$ cat config.mk
export PLATFORM = sky130hd
export DESIGN_NAME = matrix_loader
export DESIGN_NICKNAME = d
export VERILOG_FILES = /design/src/rtl/matrix_loader.sv
export SDC_FILE = /design/constraint.sdc
export NUM_CORES = 1
export LEC_CHECK = 0
export CELL_PAD_IN_SITES_DETAIL_PLACEMENT = 0
export CELL_PAD_IN_SITES_GLOBAL_PLACEMENT = 2
export CORE_MARGIN = 1
export CORE_UTILIZATION = 36
export DETAILED_ROUTE_END_ITERATION = 6
export GPL_TIMING_DRIVEN = 1
export PLACE_DENSITY = 0.88
export SYNTH_ARGS = -nofsm -noshare
export SYNTH_HDL_FRONTEND = slang
export SYNTH_SLANG_ARGS = --single-unit
$ cat constraint.sdc
create_clock -name CLK -period 10.57 [get_ports CLK]
set_input_delay 1.057 -clock CLK [delete_from_list [all_inputs] [get_ports CLK]]
set_output_delay 1.057 -clock CLK [all_outputs]
set_load 0.01 [all_outputs]
$ cat src/rtl/matrix_loader.sv
// ---------------------------------------------------------------------------
// matrix_loader
//   Serial loader for two small operand matrices. A nibble stream is read as
//   a four-entry dimension header (ctrl_logic=1: R1, C1, R2, C2) followed by
//   a data phase (ctrl_logic=0) that fills matrix_1 then matrix_2 row-major.
//
// Ports
//   CLK         in   clock, all state changes on the rising edge
//   RST         in   synchronous active-high reset
//   data_send   in   DATA_W   dimension (header phase) or element (data phase)
//   ctrl_logic  in   1 = header phase, 0 = data phase
//   R1,C1,R2,C2 out  DATA_W   stored dimensions
//   matrix_1    out  MAX_DIM*MAX_DIM*DATA_W, element k at [k*DATA_W +: DATA_W]
//   matrix_2    out  same layout as matrix_1
//   loaded      out  both matrices completely loaded
//   size_err    out  header incomplete or a dimension is 0 / > MAX_DIM
// ---------------------------------------------------------------------------
module matrix_loader #(
    parameter int DATA_W  = 4,
    parameter int MAX_DIM = 2
) (
    input  logic                                CLK,
    input  logic                                RST,
    input  logic [DATA_W-1:0]                   data_send,
    input  logic                                ctrl_logic,
    output logic [DATA_W-1:0]                   R1,
    output logic [DATA_W-1:0]                   C1,
    output logic [DATA_W-1:0]                   R2,
    output logic [DATA_W-1:0]                   C2,
    output logic [MAX_DIM*MAX_DIM*DATA_W-1:0]   matrix_1,
    output logic [MAX_DIM*MAX_DIM*DATA_W-1:0]   matrix_2,
    output logic                                loaded,
    output logic                                size_err
);

    localparam int NELEM = MAX_DIM * MAX_DIM;
    localparam int CNT_W = 2 * DATA_W;

    localparam logic [2:0] S_IDLE  = 3'd0;
    localparam logic [2:0] S_HDR   = 3'd1;
    localparam logic [2:0] S_LOAD1 = 3'd2;
    localparam logic [2:0] S_LOAD2 = 3'd3;
    localparam logic [2:0] S_DONE  = 3'd4;
    localparam logic [2:0] S_ERR   = 3'd5;

    logic [2:0]        r_state;
    logic [2:0]        r_hdr_idx;   // number of header nibbles taken, saturates at 4
    logic [CNT_W-1:0]  r_k;         // element index within the matrix being loaded
    logic [DATA_W-1:0] r_r1;
    logic [DATA_W-1:0] r_c1;
    logic [DATA_W-1:0] r_r2;
    logic [DATA_W-1:0] r_c2;
    logic              r_loaded;
    logic              r_size_err;

    logic [CNT_W-1:0]  w_prod1;
    logic [CNT_W-1:0]  w_prod2;
    logic              w_hdr_ok;
    logic              w_start;
    logic              w_wr1;
    logic              w_wr2;
    logic [CNT_W-1:0]  w_wr_k;
    logic [CNT_W-1:0]  w_k_next;

    function automatic logic dim_ok(input logic [DATA_W-1:0] d);
        return (d != '0) && (d <= DATA_W'(MAX_DIM));
    endfunction

    // Products at double width so no dimension combination can wrap.
    assign w_prod1  = CNT_W'(r_r1) * CNT_W'(r_c1);
    assign w_prod2  = CNT_W'(r_r2) * CNT_W'(r_c2);

    assign w_hdr_ok = (r_hdr_idx == 3'd4) && dim_ok(r_r1) && dim_ok(r_c1)
                      && dim_ok(r_r2) && dim_ok(r_c2);

    // The edge that leaves a valid header already carries element 0 of matrix_1.
    assign w_start  = (r_state == S_HDR) && !ctrl_logic && w_hdr_ok;
    assign w_wr1    = !ctrl_logic && (w_start || (r_state == S_LOAD1));
    assign w_wr2    = !ctrl_logic && (r_state == S_LOAD2);
    assign w_wr_k   = w_start ? '0 : r_k;
    assign w_k_next = w_wr_k + 1'b1;

    always_ff @(posedge CLK) begin
        if (RST) begin
            r_state    <= S_IDLE;
            r_hdr_idx  <= '0;
            r_k        <= '0;
            r_r1       <= '0;
            r_c1       <= '0;
            r_r2       <= '0;
            r_c2       <= '0;
            r_loaded   <= 1'b0;
            r_size_err <= 1'b0;
        end else if (ctrl_logic) begin
            if (r_state != S_HDR) begin
                // A header from any other state restarts the whole load.
                r_state    <= S_HDR;
                r_r1       <= data_send;
                r_hdr_idx  <= 3'd1;
                r_k        <= '0;
                r_loaded   <= 1'b0;
                r_size_err <= 1'b0;
            end else if (r_hdr_idx < 3'd4) begin
                case (r_hdr_idx)
                    3'd0:    r_r1 <= data_send;
                    3'd1:    r_c1 <= data_send;
                    3'd2:    r_r2 <= data_send;
                    default: r_c2 <= data_send;
                endcase
                r_hdr_idx <= r_hdr_idx + 3'd1;
            end
        end else begin
            case (r_state)
                S_HDR, S_LOAD1: begin
                    if (r_state == S_HDR && !w_hdr_ok) begin
                        r_state    <= S_ERR;
                        r_size_err <= 1'b1;
                    end else if (w_k_next == w_prod1) begin
                        r_state <= S_LOAD2;
                        r_k     <= '0;
                    end else begin
                        r_state <= S_LOAD1;
                        r_k     <= w_k_next;
                    end
                end
                S_LOAD2: begin
                    if (w_k_next == w_prod2) begin
                        r_state  <= S_DONE;
                        r_loaded <= 1'b1;
                        r_k      <= '0;
                    end else begin
                        r_k <= w_k_next;
                    end
                end
                default: begin
                    // IDLE, DONE, ERR: data nibbles are ignored.
                end
            endcase
        end
    end

    // One register per matrix slot; slots beyond R*C are never addressed and
    // so keep whatever an earlier load left there.
    generate
        for (genvar gi = 0; gi < NELEM; gi++) begin : g_elem
            logic [DATA_W-1:0] r_elem1;
            logic [DATA_W-1:0] r_elem2;

            always_ff @(posedge CLK) begin
                if (RST) begin
                    r_elem1 <= '0;
                    r_elem2 <= '0;
                end else begin
                    if (w_wr1 && (w_wr_k == CNT_W'(gi)))
                        r_elem1 <= data_send;
                    if (w_wr2 && (r_k == CNT_W'(gi)))
                        r_elem2 <= data_send;
                end
            end

            assign matrix_1[gi*DATA_W +: DATA_W] = r_elem1;
            assign matrix_2[gi*DATA_W +: DATA_W] = r_elem2;
        end
    endgenerate

    assign R1       = r_r1;
    assign C1       = r_c1;
    assign R2       = r_r2;
    assign C2       = r_c2;
    assign loaded   = r_loaded;
    assign size_err = r_size_err;

endmodule

# Yosys cells after proc, flatten, opt, wreduce, memory -nomap -nowiden
# Index checks and enable logic that the tools add are counted.
[totals]
latch_bits = 0
in_bits = 7
elab_cells = 120
memories = 0
rom_bits = 0
ff_bits = 64
ramBits = 0
[op_classes]
add_sub_neg = 2
n_div = 0
n_eq_ne = 18
mux = 25
magnitude_cmp = 5
n_mul = 2
bitwise = 2
n_shift = 0
reduce_logical = 49
[op_table]
columns = ["operator", "n"]
rows = [
  ["$mux 8", 6],
  ["$eq 8x2->1 const B", 4],
  ["$logic_and 1x1->1", 21],
  ["$mux 3", 6],
  ["$eq 8x1->1 const B", 2],
  ["$eq 8x8->1", 2],
  ["$le 4x2->1 const B", 4],
  ["$logic_not 8->1", 2],
  ["$mul 4x4->8", 2],
  ["$pmux 8 s2", 1],
  ["$reduce_bool 4->1", 4],
  ["$reduce_and 3->1", 5],
  ["$mux 4", 3],
  ["$reduce_and 4->1", 3],
  ["$reduce_bool 2->1", 6],
  ["$eq 3x2->1 const B", 3],
  ["$add 8x1->8 const B", 1],
  ["$mux 1", 8],
  ["$eq 3x1->1 const B", 2],
  ["$pmux 3 s2", 1],
  ["$add 3x1->3 const B", 1],
  ["$eq 3x3->1 const B", 1],
  ["$logic_not 3->1", 1],
  ["$lt 3x3->1 const B", 1],
  ["11 further kinds", 13],
]

# Depth between registers and ports, before layout
[depth]
ltp_word = 14
ltp_mapped = 18
depth_no_buf = 17

# Worst setup path before layout
# OpenSTA, ideal clock, no wires.
[synth_path]
kind = "in2reg"
from = "input ctrl_logic"
to = "register r_k[3]"
slack_ps = 6424
path_buffers = 1
required_ps = 10450
t_arrival_ps = 4026
stages = 16
path_cell_list = "nor3_1 > nand4_1 > or2_1 > buf_2 > nand2_1 > inv_1 > ha_1 > nand3_1 > xor2_1 > xnor2_1 > a32oi_1 > or2_1 > a211o_1 > o41ai_4 > nor3_2 > a211o_1"
[synth_via]
elab_chain_len = 10
word_cells_on_any_way = 16
[synth_lines]
columns = ["element", "line_no", "source"]
rows = [
  ["start, declared", "25", "input logic ctrl_logic,"],
  ["$logic_not 1->1", "77", "assign w_start = (r_state == S_HDR) && !ctrl_logic && w_hdr_ok;"],
  ["$logic_and 1x1->1 (2 in a row)", "77", ""],
  ["$mux 8", "80", "assign w_wr_k = w_start ? '0 : r_k;"],
  ["$add 8x1->8", "81", "assign w_k_next = w_wr_k + 1'b1;"],
  ["$eq 8x8->1", "118", "end else if (w_k_next == w_prod1) begin"],
  ["$mux 8", "118", ""],
  ["$mux 8", "115", "if (r_state == S_HDR && !w_hdr_ok) begin"],
  ["$pmux 8 s2", "113", "case (r_state)"],
  ["$mux 8", "94", "end else if (ctrl_logic) begin"],
  ["end signal, assigned", "123", "r_k <= w_k_next;"],
  ["end signal, assigned", "132", "r_k <= w_k_next;"],
  ["end, declared", "48", "logic [CNT_W-1:0] r_k;"],
]
# Parallel ways exist; a longest one is shown, timed or not. The select of a mux whose other input is x is not followed.
# A chain may end at the register's enable or synchronous reset.

# Worst setup path in the final report
# Same ends and word-level chain as after synthesis.

==> metrics.sh <==
ANTENNA_CELLS=0
CRIT_PATH_MAX_FANOUT=12
WORST_PATH_CLK_SLEW_NS=0.05
TIMING_WORST_SLEW_PIN_VALUE_NS=1.08
SETUP_VIOLATIONS=0
AREAGROWTHSYNTHTOFINISH_PCT=21.0
FINAL_MAX_SLEW_VIOLS=0
POSTSYNTHCELLCOUNT=506
CTSLONGESTPATHBUFFERS=2
FINAL-SEQ-AREA_MM2=0.00128
CTS_TREE='done'
WORST-R2R-CELL-COUNT=17
HORIZONTAL_DIE_DIMENSION_UM=111
CTS_MADE_BUFFERS=9
POST-ROUTE-PERIOD-UTIL_PCT=50.0
WORST_MAX_SLEW_MARGIN_EXPRESSED_RELATIVE_TO_THE_LIMIT_PCT=27.6
HOLDPATHSTAGES=2
FIN_SETUP_TNS_NS=0
NUM_VIAS=3717
SYNTHARSTFLOPSHARE_PCT=0
MAX_CLOCK_FREQ_GHz=0.189
TIMING.MAX_CAP.VIOLATIONS=0
NUMBER_OF_FLIP_FLOPS_AND_LATCHES_IN_THE_SYNTHESIZED_NETLIST=64
YOSYSTOPAREACELLSHARE_PCT=29.8
SYNTH_AREA_LEADER_CELL='sky130_fd_sc_hd__dfxtp_1'
TOTAL_POWER_mW=0.597
PERIOD_NEEDED_NS=5.29
SYNTH_EDF_COUNT=0
DRT_WL_TOTAL_UM=11100
IO_PINS=57
SYN_AREA_MM2=0.00430
DRIVE_ABOVE_1_SHARE_PCT=8.06
ROOT_BUFFER='sky130_fd_sc_hd__clkbuf_16'
SYNTH_CELL_TYPE_COUNT=65
CLOCK_LATENCY_NS=0.33
CELLLEAKAGEPOWER_nW=2.20
FLOORPLAN.CORE_AREA_MM2=0.0115
DRT_DRC_VIOLATIONS_LEFT=2
FIRST_GLOBAL_VIAS=3696
FIN_HOLD_WS_NS=0.457
OVERFLOW_LEFT_AFTER_GLOBAL_ROUTING=0
CRITPATHARRIVALTIME_NS=5.50
TIMING.CRITICAL_PATH.SLOWEST_CELL_DELAY_NS=0.75
SYNTH_FLOP_CELL='sky130_fd_sc_hd__dfxtp_1'
DRT_PASS1_ITERATIONS=7
DRT.ANTENNA.VIOLATING_NETS=0
N_FILL_CELL=1144
STATUS='complete, but fails checks'
FP-ROW-COUNT=39
HOLD_PATH.CLASS='reg2reg'
SYNTH_AREA_LEADERS='sky130_fd_sc_hd__dfxtp_1, sky130_fd_sc_hd__ha_1, sky130_fd_sc_hd__nand2_1'
GR-USAGE-ALL-LAYERS_PCT=18.9
GPL.FINAL_WEIGHTED_CONGESTION=0.788
CRITICAL_PATH.CELL_CHAIN='clkdlybuf4s50_1, nor3_1, nand4_1, or2_1, nand2_1, inv_1, ha_1, nand3_1, xor2_1, xnor2_1, a32oi_1, or2_1, a211o_1, o41ai_4, nor3_2, a211o_1'
MAPPEDNETLISTNETS=553
FLOORPLAN.INITIALDENSITY_PCT=37.4
SYN_AREA_PER_CELL_UM2=8.50
ENDPOINT_TYPE_OF_THE_WORST_SETUP_PATH='register'
FINALCLOCKSKEW_NS=0.00392
START_KIND='primary input'
SEQ_AREA_FRAC_SYNTH_PCT=29.8
CTSHTREEMAXLEVEL=3
FIRST_PASS_GRT_WIRE_LENGTH_UM=18700
FIRST_ITER_VIOLATIONS=209
HOLD_BUF_CTS=0
AREA_ENCLOSED_BY_THE_DIE_BOUNDARY_MM2=0.0124
AVGROUTEDWIREPERCELL_UM=15.9
MAXIMUM_NUMBER_OF_PINS_ON_ONE_NET_BEFORE_GLOBAL_ROUTE_REPAIR=60
HOLD_VIOL=0
YOSYS_WARNING_COUNT=0
DP_HPWL_UM=8340
CTS_NUM_SINKS=64
FINISH.NET_COUNT=600
CRITICAL_PATH_REQUIRED_NS=10.79
MULTI_INPUT_AREA_MM2=0.00283
POST_CTS_BUFFERS=0
PORT-BUFFER-COUNT=56
TIMING.CRITICAL_PATH.SLOWEST_STAGE_CELL='sky130_fd_sc_hd__clkdlybuf4s50_1'
ANTENNA_FOUND_INITIAL=0
POWER.DENSITY_mW_PER_MM2=115
CRITICAL_PATH_CLASS='in2reg'
Y_DIMENSION_OF_THE_DIE_UM=111
UNREPAIRED_SETUP_ENDPOINTS_AFTER_GLOBAL_ROUTING='false'
POWER.IR.VDD_WORST_uV=91.3
VIOLATIONS='design-rule violations'
POSTCTSRESIZEDCELLS=0
VIAS_PER_CELL=5.30
metrics by stage:
| stage | cell area (um^2) | utilization [%] | setup slack (ns) | instances |
|---|---|---|---|---|
| after global placement | 4930 | 42.8 | 5.15 | 685 |
| after floorplan | 4300 | - | 6.42 | 506 |
| after global routing | 5200 | 45.2 | 4.94 | 701 |
| final | 5200 | 45.2 | 5.28 | 701 |
| after detailed placement | 4930 | 42.8 | 5.05 | 685 |
| after CTS | 5200 | 45.2 | 5.38 | 701 |
final timing paths:
path	start	endpoint	slack, ns
setup reg to reg	r_hdr_idx[0]	r_k[3]	5.79
hold / removal	g_elem[1].r_elem1[0]	g_elem[1].r_elem1[0]	0.46
hold reg to reg	g_elem[1].r_elem1[0]	g_elem[1].r_elem1[0]	0.46
setup / recovery	ctrl_logic	r_k[3]	5.28
area by class of cell:
class | instances | area share [%]
multi-input cells | 401 | 54.3
flip-flops and latches | 64 | 24.6
repair buffers | 59 | 11.1
clock buffers | 10 | 4.59
well taps | 143 | 3.44
inverters | 18 | 1.30
clock inverters | 6 | 0.673
synth_stat cells (all sizes together) (4+ instances only):
library cell,instances
a211oi,8
a21o,8
a21oi,34
and2,19
clkbuf,20
dfxtp,64
fa,8
ha,32
inv,18
mux2i,24
nand2,67
nand3,32
nand3b,4
nand4,4
nor2,53
nor3,13
nor4,5
o21ai,8
o31ai,4
or2,4
xnor2,13
xor2,13
power by group:
part           internal (mW)  leakage (nW)  switching [mW]
Clock                  0.163         0.134           0.105
Sequential             0.247         0.518          0.0119
Combinational         0.0271          1.55          0.0426
Total                  0.437          2.20           0.160
per-layer routing:
layer	vias up	part of all wire, %	global-route usage [%]
met2	67	46	30.6
met4	0	0.74	5.68
met5	-	0	0
met1	1774	49	25.2
li1	1870	-	-
met3	6	4.5	4.26
state kept, by name (all words and copies together) (netlist names), 3 cells and up:
register,cells
r_k,8
R2,4
C2,4
C1,4
R1,4
r_state,3
g_elem.r_elem2,16
g_elem.r_elem1,16
r_hdr_idx,3
logic make-up (layout without fill, tap and decap cells):
family	after synthesis	count (layout)	synth area share, %
AO/OA/AOI/OAI	91	91	15.1
XOR/XNOR	27	27	5.99
adder cells (fa/ha/maj)	40	40	13.0
buffers and inverters	41	93	4.74
flip-flops	64	64	29.8
multiplexers	25	25	5.84
AND/OR/NAND/NOR	218	218	25.6
critical path: cells and delay by family:
kind | cells | cell delay, ns
compound gates | 4 | 1.27
xor+xnor | 2 | 0.60
fa+ha+maj | 1 | 0.45
buf+inv | 2 | 0.87
simple gates | 7 | 1.25
cell usage in the layout, fill, tap and decap left out, types with 4 or more instances in the layout:
cell	n
sky130_fd_sc_hd__nand2_1	67
sky130_fd_sc_hd__ha_1	32
sky130_fd_sc_hd__xor2_1	12
sky130_fd_sc_hd__a21o_1	8
sky130_fd_sc_hd__xnor2_1	13
sky130_fd_sc_hd__clkdlybuf4s50_1	55
sky130_fd_sc_hd__nand3b_1	4
sky130_fd_sc_hd__clkbuf_16	9
sky130_fd_sc_hd__dfxtp_1	64
sky130_fd_sc_hd__and2_1	17
sky130_fd_sc_hd__nor3_1	11
sky130_fd_sc_hd__mux2i_1	24
sky130_fd_sc_hd__a211oi_1	7
sky130_fd_sc_hd__o21ai_0	5
sky130_fd_sc_hd__nand3_1	31
sky130_fd_sc_hd__o31ai_1	4
sky130_fd_sc_hd__clkinv_2	4
sky130_fd_sc_hd__nor2_1	52
sky130_fd_sc_hd__inv_1	18
sky130_fd_sc_hd__fa_1	8
sky130_fd_sc_hd__a21oi_1	34
No activity file was read; power rests on OpenSTA's default activity.
